### src/rtl/full_adder_pkg.sv
// full_adder_pkg: shared width limit and reference sum for the ripple-carry adder
package full_adder_pkg;

   localparam int MAX_WIDTH = 64;

   // Exact {carry, sum} of a + b + c, keeping only the low `width` bits of each operand.
   function automatic logic [MAX_WIDTH:0] full_adder_ref(
      input logic [MAX_WIDTH-1:0] a,
      input logic [MAX_WIDTH-1:0] b,
      input logic                 c,
      input int unsigned          width
   );
      logic [MAX_WIDTH:0] mask;
      mask = ({{MAX_WIDTH{1'b0}}, 1'b1} << width) - {{MAX_WIDTH{1'b0}}, 1'b1};
      return ({1'b0, a} & mask) + ({1'b0, b} & mask) + {{MAX_WIDTH{1'b0}}, c};
   endfunction

endpackage

### src/rtl/full_adder_cell.sv
// full_adder_cell: one-bit combinational full adder
module full_adder_cell (
   input  logic a,
   input  logic b,
   input  logic ci,
   output logic s,
   output logic co
);

   assign s  = a ^ b ^ ci;
   assign co = (a & b) | (ci & (a ^ b));

endmodule

### src/rtl/full_adder.sv
// full_adder: WIDTH-bit ripple-carry adder with optional registered output stage
module full_adder
   import full_adder_pkg::*;
#(
   parameter int WIDTH   = 1,
   parameter bit REG_OUT = 1'b1
) (
   input  logic             clk,
   input  logic             rst,
   input  logic             in_valid,
   input  logic [WIDTH-1:0] A,
   input  logic [WIDTH-1:0] B,
   input  logic             C,
   output logic [WIDTH-1:0] Sum,
   output logic             Cy,
   output logic             out_valid
);

   logic [WIDTH:0]   w_c;
   logic [WIDTH-1:0] w_s;

   if (WIDTH < 1 || WIDTH > MAX_WIDTH) begin : g_bad_width
      $error("full_adder: WIDTH out of range");
   end

   assign w_c[0] = C;

   genvar i;
   for (i = 0; i < WIDTH; i++) begin : g_cell
      full_adder_cell u_cell (
         .a  (A[i]),
         .b  (B[i]),
         .ci (w_c[i]),
         .s  (w_s[i]),
         .co (w_c[i+1])
      );
   end

   if (REG_OUT) begin : g_reg
      logic [WIDTH-1:0] r_sum;
      logic             r_cy;
      logic             r_valid;
      // capture the ripple result on valid input, hold it otherwise; reset clears everything
      always_ff @(posedge clk) begin
         if (rst) begin
            r_sum   <= '0;
            r_cy    <= 1'b0;
            r_valid <= 1'b0;
         end else begin
            r_valid <= in_valid;
            if (in_valid) begin
               r_sum <= w_s;
               r_cy  <= w_c[WIDTH];
            end
         end
      end
      assign Sum       = r_sum;
      assign Cy        = r_cy;
      assign out_valid = r_valid;
   end else begin : g_comb
      assign Sum       = w_s;
      assign Cy        = w_c[WIDTH];
      assign out_valid = in_valid;
   end

endmodule

### config.mk
export PLATFORM = sky130hd
export DESIGN_NAME = full_adder
export DESIGN_NICKNAME = d
export VERILOG_FILES = /design/src/rtl/full_adder_pkg.sv /design/src/rtl/full_adder_cell.sv /design/src/rtl/full_adder.sv
export SDC_FILE = /design/constraint.sdc
export NUM_CORES = 1
export LEC_CHECK = 0
export CORE_AREA = 3 3 40 42
export DETAILED_ROUTE_END_ITERATION = 8
export DIE_AREA = 0 0 43 45
export PLACE_DENSITY = 0.39
export SLEW_MARGIN = 20
export SYNTH_ARGS = -nofsm -noshare
export SYNTH_HDL_FRONTEND = slang
export SYNTH_SLANG_ARGS = --single-unit
### constraint.sdc
create_clock -name clk -period 0.9 [get_ports clk]
set_input_delay 0.09 -clock clk [delete_from_list [all_inputs] [get_ports clk]]
set_output_delay 0.09 -clock clk [all_outputs]
set_load 0.01 [all_outputs]
==> results of run 1 <==
==> area by class of cell <==
cell class	instances	area (µm²)	share of cell area, %
Timing Repair Buffer	8	66.3	29.4
Sequential cell	3	60.1	26.7
Multi-Input combinational cell	6	53.8	23.9
Clock buffer	4	26.3	11.7
Tap cell	15	18.8	8.33
==> registers in the layout (all words and copies together) (netlist names) <==
name and count:
out_valid 1, Cy 1, Sum 1
==> logic make-up after synthesis <==
logic type | share of synthesized area, %
and+or+nand+nor | 12.1
DFF | 52.7
muxes | 17.6
adders and majority gates | 17.6
==> repair_timing <==
| action | 4_1_cts | 5_1_grt |
|---|---|---|
| endpoints found under the setup margin | 5 | 3 |
| setup buffers | 0 | 0 |
| pin swaps | 1 | 0 |
| resized for setup | 9 | 3 |
==> placed cells by master (no fill, tap or decap) <==
| cell type | n |
|---|---|
| dfxtp_1 | 3 |
| clkbuf_4 | 3 |
| dlygate4sd2_1 | 3 |
| mux2i_1 | 2 |
| nor2_1 | 2 |
| clkdlybuf4s50_1 | 2 |
| nor2b_1 | 1 |
| fa_1 | 1 |
| clkbuf_1 | 1 |
| buf_2 | 1 |
| clkbuf_2 | 1 |
| clkdlybuf4s15_1 | 1 |
==> metrics by stage <==
step                area (µm²)  power (µW)
floorplan                  114         170
global placement           213         218
detailed placement         213         221
CTS                        235         457
global route               225         482
finish                     225         445
==> path summary, 6_finish.rpt <==
| kind | from | end |
|---|---|---|
| max | C | Sum |
| min | A | Sum |
| max reg2reg | Cy | Cy |
| min reg2reg | Cy | Cy |
==> cell usage after synthesis <==
cell type and n:
dfxtp_1 3, fa_1 1, mux2i_1 2, nor2_1 2, nor2b_1 1
==> power breakdown <==
part	internal (µW)	switching, µW
Clock	166	73.2
Combinational	33.3	24.2
Sequential	143	4.24
==> metal layers <==
layer	vias up	wire, µm
li1	53	-
met1	46	143
met4	0	8
met5	-	0
met2	10	82
met3	2	66
==> critical path: stages <==
cell and delay [ps]:
dlygate4sd2_1 250, fa_1 470, mux2i_1 140, nor2_1 50
==> impl_metrics.ini, run 1 <==
[placed_design]
portBuffers = 8
place_ws_ps = -420
post-place-cells = 32
gp_congestion = 0.614

[drt]
drc = 0
ant_nets = 0
firstDrtPassIters = 1
wl_per_cell_um = 8.36
wirelength_um = 301
num_vias = 111
via_per_inst = 3.08
drt_iter0_drc = 0

[floorplan]
core_region_area_mm2 = 0.00128
die_x_um = 43
io_pins = 9
die_area_mm2 = 0.00194
initial_core_util_pct = 8.86
die_h_um = 45
row_count = 13

[power_and_ir_drop]
powerDensity_mw_per_mm2 = 1970
ir_drop_mv = 0.382
p_leak_uw = 0.000102

[synthesis]
syn_area_um2 = 114
yosysSeqAreaShare_pct = 52.7
synth_top_area_cell = dfxtp_1
ys_seq_elements = 3
synth_warnings = 0
ys_types = 5
ys_top_cells_by_area = dfxtp_1 (53%), fa_1 (18%), mux2i_1 (18%)
synth_fp_nets = 16
synth_top_area_share_pct = 52.7
synthCells = 9
avgSynthCellArea_um2 = 12.7

[sta]
finalHoldViolCount = 0
worst_pin_slew_ps = 157
slew_violations = 0
fmax_ghz = 1.15
setup_viol = 0
finClkSkew_ps = 0
relSlewSlack_pct = 89.5
period_needed_ps = 870
finalCritPeriodShare_pct = 96.7
setup_ws_ps = 29.7
hold_ws_ps = 402
tns_ps = 0
rsz0062_at_grt = no

[setup_path]
worstSetupPathType = input pin to flop
worstRegToRegCells = 2
end_kind = flop
crit_arrival_ps = 1000
rrSetupSlack_ps = 320
crit_fanout = 1
worstPathRequired_ps = 1030
worstSetupStartpointType = input pin

[grt]
grt_pass1_wl_um = 455
antenna_found_initial = 0
grt_max_degree = 4
grt_overflow = 0
grt_pass1_vias = 117
met3_usage_pct = 7.57
use_met1_pct = 3.63
grt_use_met2_pct = 3.29
gr-max-usage-layer = met3
track_usage_pct = 4.50

[cells_and_area]
stdcell_count = 36
final_util_pct = 17.5
final_nets = 29
fillers = 144
drive_gt1_share_pct = 23.8
n_antenna_cell = 0
synthToLayoutAreaGrowth_pct = 97.8

[clocking]
clk_latency_ps = 230
cts.sinks = 3
ctsHtreeMaxLevel = 1
cts_buffer_depth = 2
numCtsBuffers = 3
cts.reportedPaths.clkPinSlew_ps = 40
ctsRootBufferMaster = clkbuf_4
cts_hold_buf = 0
cts_tree = done

[min_path]
min_path_type = input pin to flop
hold_path_depth = 4

[flow_run]
cap_violations = 0

[outcome]
outcome = finished clean
No activity file was read; power rests on OpenSTA's default activity.
==> inputs of run 2 (changes only) <==
--- a/config.mk
+++ b/config.mk
@@ -8,7 +8,8 @@
 export CORE_AREA = 3 3 40 42
 export DETAILED_ROUTE_END_ITERATION = 8
 export DIE_AREA = 0 0 43 45
-export PLACE_DENSITY = 0.39
+export DONT_BUFFER_PORTS = 1
+export PLACE_DENSITY = 0.3
 export SLEW_MARGIN = 20
 export SYNTH_ARGS = -nofsm -noshare
 export SYNTH_HDL_FRONTEND = slang
==> impl_metrics.ini, run 2 (synthesized netlist as in run 1, its figures left out) <==
[outcome]
outcome = finished clean

[clocking]
cts_buffer_depth = 2
ctsRootBufferMaster = clkbuf_4
postCtsResizedCells = 0
numCtsBuffers = 3
cts_setup_buffers = 0
clk_latency_ps = 230
cts_tree = done
cts.sinks = 3
cts_hold_buf = 2
cts.reportedPaths.clkPinSlew_ps = 40
ctsHtreeMaxLevel = 1

[floorplan]
core_region_area_mm2 = 0.00128
die_x_um = 43
row_count = 13
die_h_um = 45
die_area_mm2 = 0.00194
initial_core_util_pct = 8.86
io_pins = 9

[grt]
grt_pass1_vias = 96
grt_max_degree = 4
grt_pass1_wl_um = 462
track_usage_pct = 4.41
grt_overflow = 0
antenna_found_initial = 0

[placed_design]
post-place-cells = 24
place_ws_ps = 40.0
placed_cell_area_um2 = 133
portBuffers = 0
gp_congestion = 0.590

[setup_path]
end_kind = output port
crit_arrival_ps = 610
rrSetupSlack_ps = 260
worstSetupStartpointType = flop
worstSetupPathType = flop to output port
worstPathRequired_ps = 810
crit_fanout = 2

[flow_run]
cap_violations = 0

[sta]
worst_pin_slew_ps = 120
finClkSkew_ps = 0
hold_ws_ps = 17.8
tns_ps = 0
relSlewSlack_pct = 91.8
period_needed_ps = 698
fmax_ghz = 1.43
setup_viol = 0
setup_ws_ps = 202
finalCritPeriodShare_pct = 77.5
rsz0062_at_grt = no
finalHoldViolCount = 0
slew_violations = 0

[drt]
wirelength_um = 283
via_per_inst = 2.63
drc = 0
wl_per_cell_um = 9.43
drt_iter0_drc = 1
ant_nets = 0
firstDrtPassIters = 2
num_vias = 79

[power_and_ir_drop]
pwr-share-comb_pct = 6.7
power.share.clock_pct = 56.3
p_leak_uw = 0.0000731
switchingPower_uw = 88.3
p_int_uw = 327
powerDensity_mw_per_mm2 = 2320
p_seq_share_pct = 37.0
ir_drop_mv = 0.309
swShare_pct = 21.2

[cells_and_area]
fillers = 149
n_antenna_cell = 0
final_nets = 23
stdcell_count = 30
fin_area_um2 = 179
final_cell_mix = dfxtp_1 (3), clkbuf_4 (3), mux2i_1 (2), nor2_1 (2), dlygate4sd3_1 (2)
synthToLayoutAreaGrowth_pct = 57.1
drive_gt1_share_pct = 20.0

[min_path]
min_path_type = input pin to flop
run 2: power groups by stage:
stage / logic, µW / registers (µW) / clock network [µW]
2_1_floorplan: 16.1 / 154 / 0
5_1_grt: 34.0 / 156 / 258
6_report: 27.7 / 154 / 234
3_3_place_gp: 19.4 / 156 / 0
3_5_place_dp: 20.2 / 156 / 0
4_1_cts: 28.5 / 154 / 248
run 2: final timing paths:
path / start / endpoint / cells after the start
worst min register to register: Sum / Sum / 2
worst min-delay path: in_valid / Sum / 2
worst max-delay path: Cy / Cy / 0
worst max register to register: Cy / Cy / 2
run 2: layout make-up:
cell class | count | area (µm²) | area share [%]
well taps | 15 | 18.8 | 10.5
clock buffers | 4 | 26.3 | 14.7
multi-input cells | 6 | 53.8 | 30.1
repair buffers | 2 | 20.0 | 11.2
flip-flops and latches | 3 | 60.1 | 33.6
run 2: per-layer routing:
layer / wire, µm / vias to the layer above / track usage [%]
li1: - / 40 / -
met1: 97 / 31 / 3.61
met2: 97 / 8 / 2.99
met3: 87 / 0 / 9.96
met4: 0 / 0 / 1.81
met5: 0 / - / 0
run 2: per-stage QoR:
step | util, % | total power [µW]
final | 13.9 | 416
after global placement | 10.3 | 176
after CTS | 13.9 | 431
after global routing | 13.9 | 448
after detailed placement | 10.3 | 177
after floorplan | - | 170
==> inputs of run 3 (changes only) <==
==> constraint.sdc (replaced) <==
create_clock -name clk -period 0.8 [get_ports clk]
set_input_delay 0.08 -clock clk [delete_from_list [all_inputs] [get_ports clk]]
set_output_delay 0.08 -clock clk [all_outputs]
set_load 0.01 [all_outputs]
==> results of run 3 <==
The final DEF is identical to that of run 2. Status: finished clean.
Main changes from that run: setup slack after placement 40.0 ps -> -50.0 ps; setup slack after layout 202 ps -> 112 ps; hold slack 17.8 ps -> 7.83 ps; register-to-register setup slack 260 ps -> 160 ps; total power 416 µW -> 468 µW; worst IR drop on VDD 0.309 mV -> 0.348 mV
